===== src/rtl/mux_pkg.sv =====
// Shared definitions for the scanning N:1 mux: FSM state encoding and mode constants.
package mux_pkg;

  typedef enum logic {
    S_MAN  = 1'b0,
    S_SCAN = 1'b1
  } state_e;

  localparam logic MODE_MAN  = 1'b0;
  localparam logic MODE_SCAN = 1'b1;

endpackage : mux_pkg


===== src/rtl/mux_next_idx.sv =====
// Circular next-enabled-channel finder: first enabled index above cur, else the lowest
// enabled index at or below cur (which counts as a wrap).
module mux_next_idx #(
  parameter int N_CH = 8
) (
  input  logic [$clog2(N_CH)-1:0] cur_i,
  input  logic [N_CH-1:0]         ch_en_i,
  output logic [$clog2(N_CH)-1:0] nxt_o,
  output logic                    wrap_o,
  output logic                    any_en_o
);

  localparam int SEL_W = $clog2(N_CH);

  logic hi_found;

  // NOTE: combinational blocks use blocking '=' and give every output a default first,
  // so no latch is inferred and later loop iterations see earlier results.
  always_comb begin
    nxt_o    = cur_i;
    wrap_o   = 1'b0;
    hi_found = 1'b0;
    // Descending scans so the lowest qualifying index is the last one written.
    for (int i = N_CH - 1; i >= 0; i--) begin
      if (ch_en_i[i] && (i > int'(cur_i))) begin
        nxt_o    = SEL_W'(i);
        hi_found = 1'b1;
      end
    end
    if (!hi_found) begin
      for (int i = N_CH - 1; i >= 0; i--) begin
        if (ch_en_i[i] && (i <= int'(cur_i))) begin
          nxt_o  = SEL_W'(i);
          wrap_o = 1'b1;
        end
      end
    end
  end

  assign any_en_o = |ch_en_i;

endmodule : mux_next_idx


===== src/rtl/mux_scan_reg.sv =====
// Registered N:1 data mux with channel-enable mask, manual select and an auto-scan mode
// that dwells DWELL cycles per enabled channel and pulses scan_wrap on pointer wrap.
module mux_scan_reg
  import mux_pkg::*;
#(
  parameter int N_CH  = 8,
  parameter int W     = 8,
  parameter int DWELL = 20
) (
  input  logic                    clk,
  input  logic                    rst_n,
  input  logic [N_CH*W-1:0]       din,
  input  logic [$clog2(N_CH)-1:0] sel,
  input  logic                    mode,
  input  logic [N_CH-1:0]         ch_en,
  output logic [W-1:0]            dout,
  output logic [$clog2(N_CH)-1:0] dout_ch,
  output logic                    dout_vld,
  output logic                    scan_wrap
);

  localparam int SEL_W = $clog2(N_CH);
  localparam int CNT_W = $clog2(DWELL + 1);
  localparam logic [CNT_W-1:0] DWELL_LAST = CNT_W'(DWELL - 1);

  state_e             state_q, state_d;
  logic [SEL_W-1:0]   cur_q, cur_d;
  logic [CNT_W-1:0]   cnt_q, cnt_d;
  logic [W-1:0]       dout_q, dout_d;
  logic [SEL_W-1:0]   dout_ch_q, dout_ch_d;
  logic               vld_q, vld_d;
  logic               wrap_q, wrap_d;

  logic [SEL_W-1:0]   find_src;
  logic [SEL_W-1:0]   find_nxt;
  logic               find_wrap;
  logic               any_en;
  logic               sel_ok;
  logic               cur_ok;

  // Manual mode searches from sel (for the scan entry point), scan mode from cur.
  assign find_src = (state_q == S_MAN) ? sel : cur_q;

  mux_next_idx #(.N_CH(N_CH)) u_next_idx (
    .cur_i    (find_src),
    .ch_en_i  (ch_en),
    .nxt_o    (find_nxt),
    .wrap_o   (find_wrap),
    .any_en_o (any_en)
  );

  assign sel_ok = (int'(sel) < N_CH) && ch_en[sel];
  assign cur_ok = ch_en[cur_q];

  always_comb begin
    state_d   = mode ? S_SCAN : S_MAN;
    cur_d     = cur_q;
    cnt_d     = cnt_q;
    dout_d    = dout_q;
    dout_ch_d = dout_ch_q;
    vld_d     = 1'b0;
    wrap_d    = 1'b0;
    unique case (state_q)
      S_MAN: begin
        cnt_d = '0;
        if (sel_ok) begin
          dout_d    = din[int'(sel)*W +: W];
          dout_ch_d = sel;
          vld_d     = 1'b1;
        end
        if (mode == MODE_SCAN) begin
          if (sel_ok)      cur_d = sel;
          else if (any_en) cur_d = find_nxt;
        end
      end
      S_SCAN: begin
        if (cur_ok) begin
          dout_d    = din[int'(cur_q)*W +: W];
          dout_ch_d = cur_q;
          vld_d     = 1'b1;
        end
        // Leaving scan takes priority over any pending dwell expiry.
        if (mode == MODE_MAN) begin
          cnt_d = '0;
        end else if (!any_en) begin
          cnt_d = cnt_q;
        end else if (!cur_ok || (cnt_q == DWELL_LAST)) begin
          cnt_d  = '0;
          cur_d  = find_nxt;
          wrap_d = find_wrap;
        end else begin
          cnt_d = cnt_q + 1'b1;
        end
      end
      default: ;
    endcase
  end

  // NOTE: sequential state is updated only with non-blocking '<=' so all flops sample
  // the same pre-edge values.
  always_ff @(posedge clk or negedge rst_n) begin
    if (!rst_n) begin
      state_q   <= S_MAN;
      cur_q     <= '0;
      cnt_q     <= '0;
      dout_q    <= '0;
      dout_ch_q <= '0;
      vld_q     <= 1'b0;
      wrap_q    <= 1'b0;
    end else begin
      state_q   <= state_d;
      cur_q     <= cur_d;
      cnt_q     <= cnt_d;
      dout_q    <= dout_d;
      dout_ch_q <= dout_ch_d;
      vld_q     <= vld_d;
      wrap_q    <= wrap_d;
    end
  end

  assign dout      = dout_q;
  assign dout_ch   = dout_ch_q;
  assign dout_vld  = vld_q;
  assign scan_wrap = wrap_q;

endmodule : mux_scan_reg


===== config.mk =====
export PLATFORM = sky130hd
export DESIGN_NAME = mux_scan_reg
export DESIGN_NICKNAME = d
export VERILOG_FILES = /design/src/rtl/mux_pkg.sv /design/src/rtl/mux_next_idx.sv /design/src/rtl/mux_scan_reg.sv
export SDC_FILE = /design/constraint.sdc
export NUM_CORES = 1
export LEC_CHECK = 0
export CORE_ASPECT_RATIO = 1.2
export CORE_MARGIN = 3
export CORE_UTILIZATION = 44
export CTS_BUF_LIST = sky130_fd_sc_hd__clkbuf_8
export CTS_CLUSTER_DIAMETER = 40
export DETAILED_ROUTE_END_ITERATION = 10
export MAX_ROUTING_LAYER = met4
export PLACE_DENSITY = 0.84
export SYNTH_ARGS = -nofsm -noshare
export SYNTH_HDL_FRONTEND = slang
export SYNTH_HIERARCHICAL = 1
export SYNTH_SLANG_ARGS = --single-unit
export TNS_END_PERCENT = 10

===== constraint.sdc =====
create_clock -name clk -period 3.5 [get_ports clk]
set_input_delay 0.35 -clock clk [delete_from_list [all_inputs] [get_ports clk]]
set_output_delay 0.35 -clock clk [all_outputs]
set_load 0.005 [all_outputs]

==> impl_metrics.py, run 1 <==
metrics = {
    "status": {
        "outcome": "complete, no violations",
    },
    "route": {
        "routedWlPerCell_um": 18.6,
        "first_iter_violations": 141,
        "ant_nets": 0,
        "vias": 2086,
        "routed_wl_um": 6430,
        "drc": 0,
        "drtPass1Iterations": 6,
        "vias_per_cell": 6.03,
    },
    "worst_hold_path": {
        "hp-class": "reg2reg",
    },
    "synth": {
        "synth_edf_count": 0,
        "yosys_warnings": 6,
        "synthFlopType": "dfrtp_1",
        "syn-num-nets": 280,
        "async_flop_share_pct": 100,
        "syn_area_per_cell_sq_um": 10.4,
        "synth.distinct_cells": 54,
        "synth_top_area_cell": "dfrtp_1",
        "synth_cells": 201,
        "synth.area.top_cells": "dfrtp_1, mux4_1, mux2_2",
        "netlist_area_sq_mm": 0.00209,
        "synth-seq-area-share_pct": 26.4,
        "ys_seq_elements": 22,
        "yosys.area.top_type_share_pct": 26.4,
    },
    "power_and_ir_drop": {
        "power_frac_seq_pct": 25.9,
        "leakage_nw": 1.22,
        "power_density_mw_per_mm2": 523,
        "p_sw_mw": 0.557,
        "pwr-share-clk_pct": 14.6,
        "ir_worst_vdd_mv": 0.259,
        "finalPower_mw": 1.62,
        "p_sw_share_pct": 34.3,
        "p_int_mw": 1.07,
        "combPwrFrac_pct": 59.4,
    },
    "cells_and_area": {
        "syn2layout_area_growth_pct": 49.0,
        "final_common_cell": "clkdlybuf4s50_1",
        "finalNetCount": 370,
        "fillers": 351,
        "final_cell_mix": "clkdlybuf4s50_1, dfrtp_1, mux2_2, a21oi_1, nand2_1",
        "antenna_cells": 0,
        "drive_gt1_share_pct": 16.6,
    },
    "sta": {
        "finalHoldViolCount": 0,
        "finClkSkew_ns": 0.00759,
        "final.setup.tns_ns": 0,
        "worst_slew_pin_slew_ns": 1.24,
        "drv_slew": 0,
        "period_share_pct": 80.9,
        "setup_viol": 0,
        "rsz0062_at_grt": "no",
        "relSlewSlack_pct": 16.9,
        "fin_crit_ns": 2.83,
        "timing.fmax_mhz": 353,
    },
    "clock_network": {
        "htree_levels": 1,
        "clock_sinks": 22,
        "postCtsSetupBuffers": 0,
        "cts_resized": 0,
        "cts_root_buffer": "clkbuf_8",
        "numCtsBuffers": 3,
        "cts_tree": "built",
        "clk_path_buf_depth": 2,
        "clock_latency_ns": 0.26,
        "clk_pin_slew_ns": 0.09,
        "cts_hold_buf": 0,
    },
    "die": {
        "core_sq_mm": 0.00442,
        "die_x_um": 68.9,
        "num_rows": 26,
        "dieArea_sq_mm": 0.00561,
        "die-height_um": 81.4,
        "start_util_pct": 47.1,
        "pin_count": 91,
    },
    "worst_setup_path": {
        "crit_path_start_kind": "register",
        "crit_type": "reg2reg",
        "end_kind": "register",
        "required_ns": 3.65,
        "crit_fanout": 25,
        "cp.arrival_ns": 2.98,
    },
    "global_route": {
        "grt_max_degree": 26,
        "grtUsageTotal_pct": 25.5,
        "antenna_found_initial": 0,
        "grt_pass1_wl_um": 10500,
        "overflow": 0,
        "first_global_vias": 2198,
    },
    "placement": {
        "io_buffer_count": 90,
        "gp_congestion": 0.913,
        "hpwl_um": 4920,
    },
    "flow_run": {
        "drv_cap": 0,
    },
}
==> final cells by class <==
| cell class | instances | area [sq um] | share of cell area [%] |
|---|---|---|---|
| multi-input combinational | 159 | 1440 | 46.2 |
| tap | 56 | 70.1 | 2.26 |
| clock inverter | 1 | 30.0 | 0.967 |
| inverter | 9 | 33.8 | 1.09 |
| timing repair buffer | 96 | 946 | 30.4 |
| sequential | 22 | 551 | 17.7 |
| clock buffer | 3 | 41.3 | 1.33 |
==> flip-flops by register name, indices dropped and copies added, names as in the netlist <==
register	count
cur_q	3
cnt_q	5
dout	8
dout_vld	1
state_q	1
scan_wrap	1
dout_ch	3
==> synth_stat cells (2+ instances only) <==
cell        n
nor4_1      2
o32ai_1     2
nand4_1     4
nand2b_1    2
buf_4       3
o22ai_1     4
or3_1       3
o21ai_1     2
o21ai_2     2
or3b_2      3
nand3_1     4
nor2_1     11
o31ai_1     2
a21oi_1    14
nand2_1    12
nand3b_1    4
a21o_1      2
clkbuf_1    2
o21a_1      4
mux4_1     10
buf_2       5
inv_1       8
mux2i_1     9
nor2b_1     4
mux2_2     20
o21ai_0     3
mux4_2      6
dfrtp_1    22
nor3_1      4
a2bb2oi_1   4
==> routing by layer <==
layer / vias up / wire, um / share of wire (%) / global-route usage, %
met1: 1006 / 2590 / 40 / 29.6
li1: 980 / - / - / -
met2: 92 / 3400 / 53 / 46.6
met4: 0 / 71 / 1.1 / 5.07
met3: 8 / 356 / 5.5 / 3.28
met5: - / 0 / 0 / -
==> critical path, cell delays in order (launching register included) <==
cell,delay (ns)
dfrtp_1,0.65
mux2_2,0.61
nand2_2,0.15
a21oi_1,0.21
o21ai_2,0.10
or3_1,0.38
a22o_1,0.24
o32ai_1,0.27
a2bb2oi_1,0.11
==> power by group through the flow <==
stage	Clock, mW	Sequential (mW)	Combinational, mW
after floorplan	0	0.405	0.608
after global placement	0	0.423	0.941
after detailed placement	0	0.425	0.960
after CTS	0.242	0.422	0.970
after global routing	0.252	0.436	1.05
final	0.238	0.421	0.965
==> through the flow <==
stage          cell area (sq um)  util, %  worst slack [ns]  hold slack, ns  std cells
2_1_floorplan               2090        -             0.780          0.0544        201
3_3_place_gp                3040     68.6             0.535           0.491        342
3_5_place_dp                3040     68.6             0.521           0.496        342
4_1_cts                     3110     70.2             0.718           0.514        346
5_1_grt                     3110     70.2             0.425           0.541        346
6_report                    3110     70.2             0.670           0.511        346
==> worst paths after layout <==
check | slack, ns | cells after the start | end | start
max | 0.67 | 8 | cur_q[0]$_DFFE_PN0P_ | state_q$_DFF_PN0_
min | 0.51 | 1 | dout[7]$_DFFE_PN0P_ | dout[7]$_DFFE_PN0P_
max reg2reg | 0.67 | 8 | cur_q[0]$_DFFE_PN0P_ | state_q$_DFF_PN0_
min reg2reg | 0.51 | 1 | dout[7]$_DFFE_PN0P_ | dout[7]$_DFFE_PN0P_
max in group asynchronous | 2.22 | 1 | dout[6]$_DFFE_PN0P_ | rst_n
min in group asynchronous | 0.64 | 1 | scan_wrap$_DFF_PN0_ | rst_n
==> cell families (layout without fill, tap and decap cells) <==
| group | after synthesis | count (layout) | share of synthesized area [%] |
|---|---|---|---|
| AND/OR/NAND/NOR | 59 | 59 | 15.4 |
| multiplexers | 46 | 46 | 34.9 |
| adder cells (fa/ha/maj) | 1 | 1 | 0.600 |
| buffers and inverters | 20 | 109 | 4.80 |
| AO/OA/AOI/OAI | 53 | 53 | 17.9 |
| flip-flops | 22 | 22 | 26.4 |
Power figures use the tool's default switching activity.
==> run 2, diff against run 1 <==
--- a/config.mk
+++ b/config.mk
@@ -7,12 +7,12 @@
 export LEC_CHECK = 0
 export CORE_ASPECT_RATIO = 1.2
 export CORE_MARGIN = 3
-export CORE_UTILIZATION = 44
+export CORE_UTILIZATION = 40
 export CTS_BUF_LIST = sky130_fd_sc_hd__clkbuf_8
 export CTS_CLUSTER_DIAMETER = 40
 export DETAILED_ROUTE_END_ITERATION = 10
 export MAX_ROUTING_LAYER = met4
-export PLACE_DENSITY = 0.84
+export PLACE_DENSITY = 0.81
 export SYNTH_ARGS = -nofsm -noshare
 export SYNTH_HDL_FRONTEND = slang
 export SYNTH_HIERARCHICAL = 1
==> constraint.sdc (replaced) <==
create_clock -name clk -period 2.42 [get_ports clk]
set_input_delay 0.242 -clock clk [delete_from_list [all_inputs] [get_ports clk]]
set_output_delay 0.242 -clock clk [all_outputs]
set_load 0.005 [all_outputs]
==> impl_metrics.py, run 2 (synthesized netlist as in run 1, its figures left out) <==
metrics = {
    "power_and_ir_drop": {
        "leakage_nw": 1.40,
        "finalPower_mw": 2.48,
        "ir_worst_vdd_mv": 0.463,
        "power_density_mw_per_mm2": 722,
    },
    "worst_setup_path": {
        "crit_fanout": 12,
        "regToRegEndpoint": "dout_ch[1]$_DFFE_PN0P_",
        "crit_type": "reg2reg",
        "crit_path_start_kind": "register",
        "reg2reg_from": "state_q$_DFF_PN0_",
        "rrSetupSlack_ns": 0.06,
        "crit_path_end": "dout_ch[1]$_DFFE_PN0P_",
        "cp.arrival_ns": 2.50,
        "crit_start": "state_q$_DFF_PN0_",
        "r2r_cells": 7,
        "end_kind": "register",
        "required_ns": 2.56,
    },
    "route": {
        "dr_wl_met2_um": 3820,
        "first_iter_violations": 204,
        "vias_per_cell": 5.82,
        "drtPass1Iterations": 4,
        "vias": 2239,
        "wl_met1_um": 2730,
        "topRoutingLayerUsed": "met4",
        "routed-wl-met3_um": 377,
        "ant_nets": 0,
        "routed_wl_um": 7040,
        "routedWlPerCell_um": 18.3,
        "drc": 0,
    },
    "global_route": {
        "grtUsageTotal_pct": 24.0,
        "grt_pass1_wl_um": 11500,
        "antenna_found_initial": 0,
        "grt_max_degree": 23,
        "first_global_vias": 2410,
        "overflow": 0,
    },
    "die": {
        "pin_count": 91,
        "start_util_pct": 41.9,
        "dieArea_sq_mm": 0.00612,
        "die_x_um": 71.9,
        "die-height_um": 85.1,
        "core_sq_mm": 0.00497,
        "num_rows": 28,
    },
    "clock_network": {
        "clk_path_buf_depth": 2,
        "clock_sinks": 22,
        "cts_tree": "built",
        "htree_levels": 1,
        "clk_pin_slew_ns": 0.07,
        "clock_latency_ns": 0.25,
        "numCtsBuffers": 3,
        "postCtsSetupBuffers": 0,
        "cts_hold_buf": 0,
        "cts_root_buffer": "clkbuf_8",
    },
    "status": {
        "outcome": "complete, no violations",
    },
    "cells_and_area": {
        "drive_gt1_share_pct": 27.4,
        "fillers": 388,
        "finalNetCount": 406,
        "syn2layout_area_growth_pct": 64.5,
        "final_cell_mix": "clkdlybuf4s50_1, buf_4, dfrtp_1, mux2_2, a21oi_1",
        "final_util_pct": 69.0,
        "antenna_cells": 0,
        "largest_reg_flops": 8,
        "final_common_cell": "clkdlybuf4s50_1",
    },
    "sta": {
        "final.setup.tns_ns": 0,
        "setup_viol": 0,
        "rsz0062_at_grt": "yes",
        "timing.fmax_mhz": 424,
        "drv_slew": 0,
        "finalHoldViolCount": 0,
        "worst_slew_pin_slew_ns": 0.379,
        "finClkSkew_ns": 0.00145,
        "worst_slack_ns": 0.0601,
        "fin_crit_ns": 2.36,
        "relSlewSlack_pct": 74.5,
        "period_share_pct": 97.5,
    },
    "placement": {
        "io_buffer_count": 90,
        "gp_congestion": 0.965,
        "post-place-ws_ns": -0.0891,
        "hpwl_um": 5660,
    },
    "worst_hold_path": {
        "hp-class": "in2async",
    },
    "flow_run": {
        "drv_cap": 0,
    },
}
[run 2: through the flow]
step / cell area, sq um / std cells / hold slack [ns]
2_1_floorplan: 2120 / 201 / -0.0536
3_3_place_gp: 3370 / 382 / 0.491
3_5_place_dp: 3370 / 382 / 0.498
4_1_cts: 3410 / 385 / 0.338
5_1_grt: 3430 / 385 / 0.341
6_report: 3430 / 385 / 0.329
[run 2: repair_timing]
action / CTS / global route
endpoints found under the setup margin: 0 / 13
gates resized for setup: 0 / 5
endpoints found under the hold margin: 0 / 0
[run 2: report_power, final]
part           total [mW]  switching, mW  internal [mW]
Sequential          0.607          0.104          0.502
Clock               0.219          0.108          0.111
Combinational        1.65          0.649           1.00
Total                2.48          0.862           1.61
[run 2: how the worst min path moves through the flow]
stage,startpoint,end,slack [ns]
6_report,rst_n,scan_wrap$_DFF_PN0_,0.33
5_1_grt,rst_n,cur_q[2]$_DFFE_PN0P_,0.34
4_1_cts,rst_n,dout[0]$_DFFE_PN0P_,0.34
3_5_place_dp,cnt_q[3]$_DFFE_PN0P_,cnt_q[3]$_DFFE_PN0P_,0.50
3_3_place_gp,dout[5]$_DFFE_PN0P_,dout[5]$_DFFE_PN0P_,0.49
2_1_floorplan,rst_n,cnt_q[0]$_DFFE_PN0P_,-0.05
[run 2: worst max-delay path, cell delays in order, from the launching register on]
cell      delay (ns)
dfrtp_2         0.48
buf_4           0.19
or3b_2          0.50
o22ai_1         0.24
or2_2           0.17
o21bai_1        0.15
buf_12          0.18
mux2_2          0.34
[run 2: routing by layer]
layer / vias to the layer above / GRT usage [%]
met4: 0 / 7.01
met2: 95 / 43.0
met3: 10 / 2.96
li1: 1047 / -
met5: - / -
met1: 1087 / 27.7
[run 2: area by class of cell]
class / instances / area (sq um) / area share (%)
multi-input combinational: 159 / 1480 / 43.0
inverter: 9 / 33.8 / 0.985
sequential: 22 / 552 / 16.1
clock buffer: 3 / 41.3 / 1.20
timing repair buffer: 132 / 1250 / 36.5
tap: 60 / 75.1 / 2.19
==> run 3, diff against run 2 <==
--- a/config.mk
+++ b/config.mk
@@ -5,13 +5,13 @@
 export SDC_FILE = /design/constraint.sdc
 export NUM_CORES = 1
 export LEC_CHECK = 0
+export ABC_AREA = 1
 export CORE_ASPECT_RATIO = 1.2
 export CORE_MARGIN = 3
-export CORE_UTILIZATION = 40
+export CORE_UTILIZATION = 42
 export CTS_BUF_LIST = sky130_fd_sc_hd__clkbuf_8
 export CTS_CLUSTER_DIAMETER = 40
 export DETAILED_ROUTE_END_ITERATION = 10
-export MAX_ROUTING_LAYER = met4
 export PLACE_DENSITY = 0.81
 export SYNTH_ARGS = -nofsm -noshare
 export SYNTH_HDL_FRONTEND = slang
==> impl_metrics.py, run 3 <==
metrics = {
    "sta": {
        "worst_slew_pin_slew_ns": 0.392,
        "timing.fmax_mhz": 471,
        "fin_crit_ns": 2.12,
        "finClkSkew_ns": 0.00172,
        "period_share_pct": 87.8,
        "rsz0062_at_grt": "no",
        "finalHoldViolCount": 0,
        "drv_slew": 0,
        "relSlewSlack_pct": 73.8,
        "final.setup.tns_ns": 0,
        "setup_viol": 0,
    },
    "power_and_ir_drop": {
        "leakage_nw": 1.89,
        "finalPower_mw": 2.26,
        "ir_worst_vdd_mv": 0.466,
        "power_density_mw_per_mm2": 665,
    },
    "route": {
        "first_iter_violations": 167,
        "vias": 2853,
        "ant_nets": 0,
        "routed_wl_um": 7380,
        "routedWlPerCell_um": 12.6,
        "drtPass1Iterations": 5,
        "vias_per_cell": 4.89,
        "drc": 0,
    },
    "worst_hold_path": {
        "hp-class": "in2async",
    },
    "global_route": {
        "first_global_vias": 2702,
        "grtUsageTotal_pct": 23.0,
        "grt_max_degree": 33,
        "grt_pass1_wl_um": 12100,
        "antenna_found_initial": 0,
        "overflow": 0,
    },
    "worst_setup_path": {
        "regToRegEndpoint": "cur_q[0]$_DFFE_PN0P_",
        "cp.arrival_ns": 2.32,
        "r2r_cells": 19,
        "crit_type": "reg2reg",
        "crit_fanout": 8,
        "required_ns": 2.62,
        "rrSetupSlack_ns": 0.30,
        "crit_path_start_kind": "register",
        "end_kind": "register",
        "reg2reg_from": "state_q$_DFF_PN0_",
    },
    "placement": {
        "io_buffer_count": 90,
        "hpwl_um": 6050,
        "gp_congestion": 0.998,
    },
    "cells_and_area": {
        "final_common_cell": "nand2_1",
        "fillers": 515,
        "final_cell_mix": "nand2_1, clkdlybuf4s50_1, inv_1, nand3_1, dfrtp_1",
        "final_util_pct": 62.8,
        "largest_reg_flops": 8,
        "antenna_cells": 0,
        "drive_gt1_share_pct": 7.85,
        "finalNetCount": 603,
        "syn2layout_area_growth_pct": 41.4,
    },
    "die": {
        "num_rows": 29,
        "die_x_um": 75.0,
        "start_util_pct": 44.4,
        "pin_count": 91,
        "dieArea_sq_mm": 0.00666,
        "die-height_um": 88.8,
        "core_sq_mm": 0.00541,
    },
    "synth": {
        "synth-seq-area-share_pct": 22.9,
        "syn_area_per_cell_sq_um": 5.56,
        "synth.area.top_cells": "nand2_1, dfrtp_1, inv_1",
        "async_flop_share_pct": 100,
        "synthTopCellsByCount": "nand2_1, inv_1, nand3_1, dfrtp_1",
        "synth_edf_count": 0,
        "ys_seq_elements": 22,
        "syn-num-nets": 511,
        "yosys_warnings": 6,
        "synth_top_area_cell": "nand2_1",
        "synth.distinct_cells": 32,
        "netlist_area_sq_mm": 0.00240,
        "yosys.area.top_type_share_pct": 32.2,
        "post-synth-top-count-cell": "nand2_1",
        "synth_cells": 432,
        "synthFlopType": "dfrtp_1",
    },
    "flow_run": {
        "drv_cap": 0,
    },
    "clock_network": {
        "clk_path_buf_depth": 2,
        "cts_resized": 0,
        "cts_root_buffer": "clkbuf_8",
        "postCtsSetupBuffers": 0,
        "cts_tree": "built",
        "clock_sinks": 22,
        "numCtsBuffers": 3,
        "clk_pin_slew_ns": 0.07,
        "cts_hold_buf": 0,
        "clock_latency_ns": 0.25,
        "htree_levels": 1,
    },
    "status": {
        "outcome": "complete, no violations",
    },
}
run 3: final cells by class:
type                    instances  area [sq um]  share of cell area, %
clock buffers                   3          41.3                   1.22
repair buffers                100           976                   28.8
flip-flops and latches         22           552                   16.3
well taps                      62          77.6                   2.29
inverters                      77           292                   8.59
multi-input cells             320          1460                   42.9
run 3: how the worst max path moves through the flow:
stage | end | from | slack, ns
after global routing | cur_q[0]$_DFFE_PN0P_ | state_q$_DFF_PN0_ | 0.04
after floorplan | cur_q[1]$_DFFE_PN0P_ | state_q$_DFF_PN0_ | 0.15
after CTS | cur_q[1]$_DFFE_PN0P_ | state_q$_DFF_PN0_ | 0.11
after global placement | cur_q[1]$_DFFE_PN0P_ | sel[2] | 0.08
final | cur_q[0]$_DFFE_PN0P_ | state_q$_DFF_PN0_ | 0.30
after detailed placement | cur_q[1]$_DFFE_PN0P_ | sel[2] | 0.02
run 3: cells by family after synthesis:
family	share of synthesized area, %
buf+inv	16.8
compound gates	7.30
flops	22.9
xor+xnor	1.10
fa+ha+maj	0.521
simple gates	51.4
run 3: layer usage:
metal	routed length (um)	track usage (%)	vias to the layer above	share of wire (%)
li1	-	-	1500	-
met1	3010	26.3	1253	41
met2	3850	43.4	84	52
met3	348	2.61	16	4.7
met4	169	7.12	0	2.3
met5	0	0	-	0
run 3: worst max-delay path, cell delays in order (launching register included):
cell and delay, ns:
dfrtp_2 0.50, nor2_2 0.20, a21oi_4 0.08, nor2_2 0.23, nand3_2 0.12, nand2_2 0.13
inv_2 0.04, nand2_1 0.07, nand3_1 0.07, nand2_1 0.06, nand2_1 0.04, nand2_1 0.05
nand2_1 0.04, nand2_1 0.05, nand2_1 0.04, nand2_1 0.05, nand3_1 0.06, nand2_1 0.08
nand3_1 0.07, nand2_1 0.06
run 3: where the power goes:
part	internal (mW)	switching, mW
Combinational	0.649	0.805
Clock	0.111	0.107
Sequential	0.492	0.0950
Total	1.25	1.01
run 3: per-stage QoR:
stage / setup WS, ns / hold slack, ns / std cells / cell area, sq um
2_1_floorplan: 0.146 / -0.0536 / 432 / 2400
3_3_place_gp: 0.0821 / 0.495 / 581 / 3340
3_5_place_dp: 0.0249 / 0.497 / 581 / 3340
4_1_cts: 0.108 / 0.333 / 584 / 3380
5_1_grt: 0.0352 / 0.350 / 584 / 3390
6_report: 0.296 / 0.327 / 584 / 3390
